### src/rtl/al_accel_wreg_bank.sv
// Weight register bank: loads ROWS rows of K weights and presents the whole kernel on wreg_do.
// AL_ACCEL_WREG_DBUF_EN selects the double-buffered (shadow + active bank, swap commit) build.
module al_accel_wreg_bank #(
    parameter int DW   = 8,
    parameter int K    = 3,
    parameter int ROWS = 3
) (
    input  logic                   clk,
    input  logic                   resetn,
    input  logic                   enb,
    input  logic                   wreg_valid,
    output logic                   wreg_ready,
    input  logic [K*DW-1:0]        wreg_di,
    input  logic                   swap,
    output logic [ROWS*K*DW-1:0]   wreg_do,
    output logic                   full,
    output logic                   wreg_vld
);
    localparam int RW = K * DW;
    localparam int BW = ROWS * RW;
    localparam int CW = (ROWS > 1) ? $clog2(ROWS) : 1;

    typedef enum logic [1:0] {EMPTY, LOAD, FULL} state_t;

    state_t          state_q, state_d;
    logic [CW-1:0]   row_cnt_q, row_cnt_d;
    logic            full_q, full_d;
    logic            vld_q, vld_d;
    logic [BW-1:0]   load_q, load_d;
    logic            accept;
    logic            last_row;

    // resetn is folded in so the handshake is closed during reset regardless of enb
    assign wreg_ready = resetn & enb & (state_q != FULL);
    assign accept     = wreg_valid & wreg_ready;
    assign last_row   = (row_cnt_q == CW'(ROWS - 1));

`ifdef AL_ACCEL_WREG_DBUF_EN
    logic [BW-1:0]   active_q, active_d;

    always_comb begin
        state_d   = state_q;
        row_cnt_d = row_cnt_q;
        full_d    = full_q;
        vld_d     = vld_q;
        load_d    = load_q;
        active_d  = active_q;
        if (accept) begin
            for (int r = 0; r < ROWS; r++) begin
                if (row_cnt_q == CW'(r)) load_d[r*RW +: RW] = wreg_di;
            end
            if (last_row) begin
                row_cnt_d = '0;
                state_d   = FULL;
                full_d    = 1'b1;
            end else begin
                row_cnt_d = row_cnt_q + 1'b1;
                state_d   = LOAD;
            end
        end
        if (enb && swap && (state_q == FULL)) begin
            active_d = load_q;
            state_d  = EMPTY;
            full_d   = 1'b0;
            vld_d    = 1'b1;
        end
    end

    always_ff @(posedge clk or negedge resetn) begin
        if (!resetn) active_q <= '0;
        else         active_q <= active_d;
    end

    assign wreg_do = active_q;
`else
    logic unused_swap;
    assign unused_swap = swap;

    // Single bank: the kernel completes on the last row and the FSM never parks in FULL
    always_comb begin
        state_d   = state_q;
        row_cnt_d = row_cnt_q;
        full_d    = full_q;
        vld_d     = vld_q;
        load_d    = load_q;
        if (accept) begin
            for (int r = 0; r < ROWS; r++) begin
                if (row_cnt_q == CW'(r)) load_d[r*RW +: RW] = wreg_di;
            end
            if (row_cnt_q == '0) vld_d = 1'b0;
            if (last_row) begin
                row_cnt_d = '0;
                state_d   = EMPTY;
                vld_d     = 1'b1;
            end else begin
                row_cnt_d = row_cnt_q + 1'b1;
                state_d   = LOAD;
            end
        end
    end

    assign wreg_do = load_q;
`endif

    always_ff @(posedge clk or negedge resetn) begin
        if (!resetn) begin
            state_q   <= EMPTY;
            row_cnt_q <= '0;
            full_q    <= 1'b0;
            vld_q     <= 1'b0;
            load_q    <= '0;
        end else begin
            state_q   <= state_d;
            row_cnt_q <= row_cnt_d;
            full_q    <= full_d;
            vld_q     <= vld_d;
            load_q    <= load_d;
        end
    end

    assign full     = full_q;
    assign wreg_vld = vld_q;
endmodule
### config.mk
export PLATFORM = sky130hd
export DESIGN_NAME = al_accel_wreg_bank
export DESIGN_NICKNAME = d
export VERILOG_FILES = /design/src/rtl/al_accel_wreg_bank.sv
export SDC_FILE = /design/constraint.sdc
export NUM_CORES = 1
export LEC_CHECK = 0
export BUFFER_PORTS_ARGS = -buffer_cell sky130_fd_sc_hd__buf_2
export CAP_MARGIN = 0
export CORE_ASPECT_RATIO = 0.75
export CORE_UTILIZATION = 49
export CTS_CLUSTER_SIZE = 24
export DETAILED_ROUTE_END_ITERATION = 6
export HOLD_SLACK_MARGIN = 0.03
export PLACE_DENSITY = 0.87
export SKIP_CTS_REPAIR_TIMING = 1
export SLEW_MARGIN = 20
export SYNTH_ARGS = -nofsm -noshare
export SYNTH_HDL_FRONTEND = slang
export SYNTH_SLANG_ARGS = --single-unit
### constraint.sdc
create_clock -name clk -period 2.1 [get_ports clk]
set_input_delay 0.21 -clock clk [delete_from_list [all_inputs] [get_ports clk]]
set_output_delay 0.21 -clock clk [all_outputs]
set_load 0.02 [all_outputs]
## Word level (Yosys, flattened, before mapping)

Index checks and enable logic that the tools add are counted.

| storage, ports and cells | value |
|---|---|
| flip-flop bits (word level) | 77 |
| output and inout bits | 75 |
| logic and storage cells | 23 |

| cells by class | value |
|---|---|
| reduce and logical (&&, ||, !) cells | 6 |
| bitwise gates (word level) | 3 |
| add/subtract/negate cells | 1 |
| multiplexer cells | 4 |
| equal/unequal tests | 3 |

Operators by type and width:

| cell | number |
|---|---|
| $reduce_and A2 Y1 | 4 |
| $and A1 B1 Y1 | 3 |
| $mux W1 | 3 |
| $add A2 B1 Y2 const B | 1 |
| $eq A2 B1 Y1 const B | 1 |
| $eq A2 B2 Y1 const B | 1 |
| $logic_not A2 Y1 | 1 |
| $mux W2 | 1 |
| $ne A2 B2 Y1 const B | 1 |
| $reduce_bool A2 Y1 | 1 |

## Longest topological paths before layout

Gate-level depths: netlist of run 1.

| logic depth | value |
|---|---|
| depth in word-level cells | 4 |
| depth in mapped cells | 4 |
| mapped depth without buffers | 3 |

## Worst setup path after synthesis of run 1

OpenSTA, ideal clock, no wires.

| timing path | value |
|---|---|
| kind | register -> register |
| from | register row_cnt_q[1] |
| to | register load_q[10], in the netlist wreg_do[10] |
| path slack | 659 ps |
| library setup time | 125 ps |
| stages on the path, launching flop included | 4 |
| arrival time | 1316 ps |
| cells stage by stage | dfrtp_1 > nor3_4 > buf_6 > mux2_2 |

| between the ends | value |
|---|---|
| cells in the longest elaborated chain, start to end | 2 |

RTL lines:

| what | RTL line | source |
|---|---|---|
| start: declaration | 26 | `logic [CW-1:0] row_cnt_q, row_cnt_d;` |
| start signal: assignment | 114 | `row_cnt_q <= row_cnt_d;` |
| $logic_not A2 Y1 | 88 | `if (row_cnt_q == CW'(r)) load_d[r*RW +: RW] = wreg_di;` |
| $reduce_and A2 Y1 (no source line) | -- |  |
| end signal: assignment | 117 | `load_q <= load_d;` |
| end: declaration | 29 | `logic [BW-1:0] load_q, load_d;` |

Every way passes these cells.
A chain may end at the register's enable or synchronous reset.

## Worst setup path in the final report of run 1

| timing path | value |
|---|---|
| from | input resetn |
| to | register load_q[66], in the netlist wreg_do[66] |

| between the ends | value |
|---|---|
| cells in the longest elaborated chain, start to end | 4 |

RTL lines:

| what | RTL line | source |
|---|---|---|
| start: declaration | 9 | `input logic resetn,` |
| $and A1 B1 Y1 (2 in a row) | 34 | `assign wreg_ready = resetn & enb & (state_q != FULL);` |
| $and A1 B1 Y1 | 35 | `assign accept = wreg_valid & wreg_ready;` |
| $reduce_and A2 Y1 (no source line) | -- |  |

Every way passes these cells.

==> results of run 1 <==
[logic make-up (layout without fill, tap and decap cells)]
kind of cell,Yosys count,count (layout),synth area share
simple gates,8,8,0.02712
mux,72,72,0.2833
other cells,1,1,0.001311
flops,75,75,0.6559
compound gates,2,2,0.006123
buf+inv,7,122,0.02623
[placed cells by master (no fill, tap or decap), drive strengths merged]
cell type,netlist,final
nor2,2,2
and2,1,1
nor3b,1,1
clkinv,0,2
bufinv,0,2
buf,7,106
conb,1,1
a21o,2,2
nand3,1,1
clkinvlp,0,1
and4b,1,1
dlygate4sd3,0,1
nand2,1,1
mux2,72,72
clkbuf,0,10
nor3,1,1
dfrtp,75,75
[power by group through the flow]
| stage | logic [mW] | clock network, mW | registers (mW) |
|---|---|---|---|
| 6_report | 2.47 | 1.19 | 2.52 |
| 5_1_grt | 2.63 | 1.29 | 2.61 |
| 4_1_cts | 2.50 | 1.23 | 2.53 |
| 3_5_place_dp | 2.50 | 0 | 2.55 |
| 3_3_place_gp | 2.44 | 0 | 2.49 |
| 2_1_floorplan | 0.694 | 0 | 3.40 |
[cells in the mapped netlist]
cell type	number	share of area
a21o_2	2	0.0061
and2_2	1	0.0026
and4b_2	1	0.0039
buf_4	1	0.0026
buf_6	6	0.024
conb_1	1	0.0013
dfrtp_1	75	0.66
mux2_1	1	0.0039
mux2_2	71	0.28
nand2_2	1	0.0022
nand3_2	1	0.0035
nor2_1	2	0.0026
nor3_4	1	0.0057
nor3b_4	1	0.0066
[worst paths after layout]
kind,end,slack (ps)
hold reg to reg,wreg_vld,490
setup / recovery,wreg_do[66],310
setup reg to reg,wreg_do[66],510
min in group asynchronous,wreg_do[47],270
max in group asynchronous,wreg_do[7],800
hold / removal,wreg_do[19],130
[worst max-delay path, delay by kind of cell]
kind / cells / cell delay [ps]
buffers and inverters: 3 / 1080
muxes: 1 / 390
and+or+nand+nor: 2 / 330
[final cells by class]
cell class                 count  area, um^2
clock buffer                  10       137.6
tap                           75       93.84
fill                         420        1833
timing repair buffer         107       568.0
sequential                    75        1877
clock inverter                 5       77.57
multi-input combinational     83       909.6
[state kept, by name (all words and copies together), names as in the netlist]
name / flops
wreg_do: 72
row_cnt_q: 2
wreg_vld: 1
[routing by layer]
layer,vias to the layer above,global-route usage
met5,-,0
met4,0,0.04839
met3,7,0.1000
met2,73,0.3244
met1,889,0.2423
li1,810,-
[per-stage QoR]
step	std cells	total power, mW
after floorplan	165	4.097
after global routing	355	6.528
after CTS	354	6.253
after global placement	339	4.937
after detailed placement	339	5.049
final	355	6.179
==> results.sh, run 1 <==
export IMPL_status="finished clean"
export IMPL_dieArea_mm2=0.006153
export IMPL_cts_sink_count=75
export IMPL_drt_iter0_drc=77
export IMPL_m1WireLength_um=2379
export IMPL_final_nets=305
export IMPL_fin_util=0.6665
export IMPL_antenna_left=0
export IMPL_cts_root_buf="clkbuf_8"
export IMPL_wl_um=5501
export IMPL_yosysSeqAreaShare=0.6559
export IMPL_areaGrowthSynthToFinish_pct=28.03
export IMPL_finalSetupViolCount=0
export IMPL_final_hold_viol_count=0
export IMPL_swShare=0.3711
export IMPL_yosys_warnings=0
export IMPL_cp_data_arrival_time_ps=2010
export IMPL_p_per_area_mw_per_mm2=1687
export IMPL_die_h_um=68.18
export IMPL_crit_chain="dlygate4sd3_1 > buf_4 > and4b_2 > nand2_2 > buf_4 > mux2_2"
export IMPL_r2r_worst_path_cells=4
export IMPL_end_kind="flop"
export IMPL_finClkSkew_ps=3.967
export IMPL_startpoint_type="input port"
export IMPL_rsz0062_at_grt="false"
export IMPL_fmax_mhz=558.2
export IMPL_grt_max_degree=66
export IMPL_overflow=0
export IMPL_cts_buffers=9
export IMPL_layout_min_cycle_time_ps=1792
export IMPL_p_leak_nw=1.839
export IMPL_p_comb_frac=0.400
export IMPL_drive_above_1_share=0.7143
export IMPL_max_slew_margin_rel=0.4664
export IMPL_dp_slack_ps=503.7
export IMPL_fin_setup_tns_ps=0
export IMPL_p_switching_mw=2.293
export IMPL_initial_utilization=0.5206
export IMPL_min_path_type="in -> reg"
export IMPL_wl_met2_um=2645
export IMPL_routed_top_layer="met4"
export IMPL_ys_ff_latch=75
export IMPL_syn_num_nets=194
export IMPL_syn_area_mm2=0.002861
export IMPL_seq_power_share=0.408
export IMPL_design_area_mm2=0.003664
export IMPL_routedWlPerCell_um=15.50
export IMPL_cts_tree="done"
export IMPL_first_global_vias=1815
export IMPL_fin_ws_ps=308.4
export IMPL_gp_congestion=0.6790
export IMPL_critPathKind="in -> reg"
export IMPL_drt_pass1_iter_count=4
export IMPL_clkPwrFrac=0.192
export IMPL_drc=0
export IMPL_holdPathStages=2
export IMPL_hp_start="wreg_di[19]"
export IMPL_ir_worst_vdd_uv=891.4
export IMPL_cts_clk_slew_worst_paths_ps=70
export IMPL_numPortBuffers=101
export IMPL_crit_path_max_incr_delay_ps=550
export IMPL_yosysUniqueCellTypes=14
export IMPL_post_drt_via_cell_ratio=5.011
export IMPL_syn_avg_cell_area_um2=17.34
export IMPL_synthCells=165
export IMPL_track_usage=0.1996
export IMPL_timing_rr_start="row_cnt_q[0]"
export IMPL_grt_pass1_wl_um=9087
export IMPL_core_area_mm2=0.005497
export IMPL_htreeDepth=3
export IMPL_io_pins=104
export IMPL_die_w_um=90.24
export IMPL_worst_ep_required_time_ps=2320
export IMPL_fin_crit_sh=0.8531
export IMPL_hpwlAfterDp_um=3819
export IMPL_antenna_found_initial=0
export IMPL_clk_insertion_delay_late_ps=330
export IMPL_row_count=23
export IMPL_crit_path_start="resetn"
export IMPL_tightest_slew_ps=800.5
export IMPL_antenna_cells=0
export IMPL_maxCapViolations=0
export IMPL_clock_path_buffers=2
export IMPL_cp_common_cell="buf_4"
export IMPL_met3_length_um=439
export IMPL_internal_power_mw=3.886
export IMPL_placedInstanceArea_mm2=0.003438
export IMPL_hold_worst_slack_ps=130.0
export IMPL_crit_fanout=24
export IMPL_slew_viol_final=0
export IMPL_worst_path_max_delay_cell="dlygate4sd3_1"
export IMPL_num_vias=1779
Power figures use the tool's default switching activity.
==> inputs of run 2 (changes only) <==
- CORE_UTILIZATION: 49 -> 44
- PLACE_DENSITY: 0.87 -> 0.83
- clock period: 2.1 -> 1.6 ns (I/O delays scaled with it)
==> results.sh, run 2 (synthesis results as in run 1) <==
export IMPL_status="finished clean"
export IMPL_finClkSkew_ps=10.34
export IMPL_clock_path_buffers=2
export IMPL_drive_above_1_share=0.7138
export IMPL_slew_viol_final=0
export IMPL_cts_buffers=9
export IMPL_antenna_found_initial=0
export IMPL_drt_iter0_drc=26
export IMPL_rrSetupSlack_ps=150
export IMPL_io_pins=104
export IMPL_cp_data_arrival_time_ps=1670
export IMPL_worst_ep_required_time_ps=1820
export IMPL_first_global_vias=1848
export IMPL_max_slew_margin_rel=0.5105
export IMPL_dp_cells=347
export IMPL_track_usage=0.1746
export IMPL_drc=0
export IMPL_dieArea_mm2=0.006833
export IMPL_final_instance_count_excl_fill=364
export IMPL_ir_worst_vdd_uv=1181
export IMPL_die_w_um=95.12
export IMPL_antenna_cells=0
export IMPL_antenna_left=0
export IMPL_largest_reg_flops=72
export IMPL_num_vias=1798
export IMPL_grt_pass1_wl_um=8776
export IMPL_row_count=25
export IMPL_routedWlPerCell_um=15.19
export IMPL_min_path_type="in -> async"
export IMPL_areaGrowthSynthToFinish_pct=28.55
export IMPL_cts_clk_slew_worst_paths_ps=80
export IMPL_core_area_mm2=0.006287
export IMPL_fmax_mhz=690.7
export IMPL_final_nets=307
export IMPL_p_leak_nw=1.838
export IMPL_fin_util=0.5851
export IMPL_fin_setup_tns_ps=0
export IMPL_hold_worst_slack_ps=10.35
export IMPL_numPortBuffers=101
export IMPL_rsz0062_at_grt="false"
export IMPL_gp_congestion=0.6649
export IMPL_p_per_area_mw_per_mm2=2117
export IMPL_layout_min_cycle_time_ps=1448
export IMPL_cts_root_buf="clkbuf_8"
export IMPL_crit_path_max_incr_delay_ps=430
export IMPL_critPathKind="reg -> reg"
export IMPL_crit_fanout=12
export IMPL_die_h_um=71.84
export IMPL_end_kind="flop"
export IMPL_post_drt_via_cell_ratio=4.940
export IMPL_final_cell_mix="buf_2, dfrtp_1, mux2_2"
export IMPL_crit_chain="and4b_2 > nand2_2 > buf_12 > mux2_2"
export IMPL_initial_utilization=0.4551
export IMPL_htreeDepth=3
export IMPL_r2r_worst_path_cells=4
export IMPL_final_hold_viol_count=0
export IMPL_fillers=513
export IMPL_overflow=0
export IMPL_cts_tree="done"
export IMPL_p_total_mw=7.789
export IMPL_worst_path_max_delay_cell="dfrtp_1"
export IMPL_hpwlAfterDp_um=3905
export IMPL_maxCapViolations=0
export IMPL_cts_sink_count=75
export IMPL_tightest_slew_ps=731.8
export IMPL_clk_insertion_delay_late_ps=340
export IMPL_startpoint_type="flop"
export IMPL_finalSetupViolCount=0
export IMPL_wl_um=5528
export IMPL_grt_max_degree=60
export IMPL_final_common_cell="buf_2"
export IMPL_drt_pass1_iter_count=4
export IMPL_fin_crit_sh=0.9048
==> run 2: stage by stage <==
| stage | setup slack (ps) | area (um^2) |
|---|---|---|
| after floorplan | 159.5 | 2861 |
| after global placement | 184.3 | 3498 |
| after detailed placement | 158.6 | 3498 |
| after CTS | 142.4 | 3669 |
| after global routing | 101.2 | 3679 |
| final | 152.3 | 3679 |
==> run 2: worst max-delay path: cells and delay by family (launching register included) <==
| family | cells | cell delay [ps] |
|---|---|---|
| buffers and inverters | 1 | 160 |
| and+or+nand+nor | 2 | 390 |
| DFF | 1 | 430 |
| muxes | 1 | 340 |
==> run 2: worst paths after layout <==
| kind | startpoint | to |
|---|---|---|
| max | row_cnt_q[0] | wreg_do[59] |
| max in group asynchronous | resetn | wreg_do[48] |
| min | resetn | wreg_do[63] |
| max reg2reg | row_cnt_q[0] | wreg_do[59] |
| min in group clk | wreg_di[21] | wreg_do[21] |
| min reg2reg | wreg_do[21] | wreg_do[21] |
==> run 2: layer usage <==
metal,global-route usage,part of all wire
met5,0,0
met3,0.08599,0.084
met4,0.06566,0.014
met2,0.2762,0.47
met1,0.2049,0.43
==> run 2: final cells by class <==
| class | count | area [um^2] | area share |
|---|---|---|---|
| Tap cell | 81 | 101.3 | 0.02755 |
| Clock buffer | 10 | 127.6 | 0.03469 |
| Multi-Input combinational cell | 83 | 909.6 | 0.2473 |
| Sequential cell | 75 | 1877 | 0.5102 |
| Timing Repair Buffer | 109 | 620.6 | 0.1687 |
| Clock inverter | 6 | 42.54 | 0.01156 |
==> run 2: power breakdown <==
group | switching (mW) | total (mW) | internal (mW)
clock network | 0.687 | 1.25 | 0.562
registers | 0.460 | 3.29 | 2.82
logic | 1.87 | 3.25 | 1.38
total | 3.02 | 7.79 | 4.77
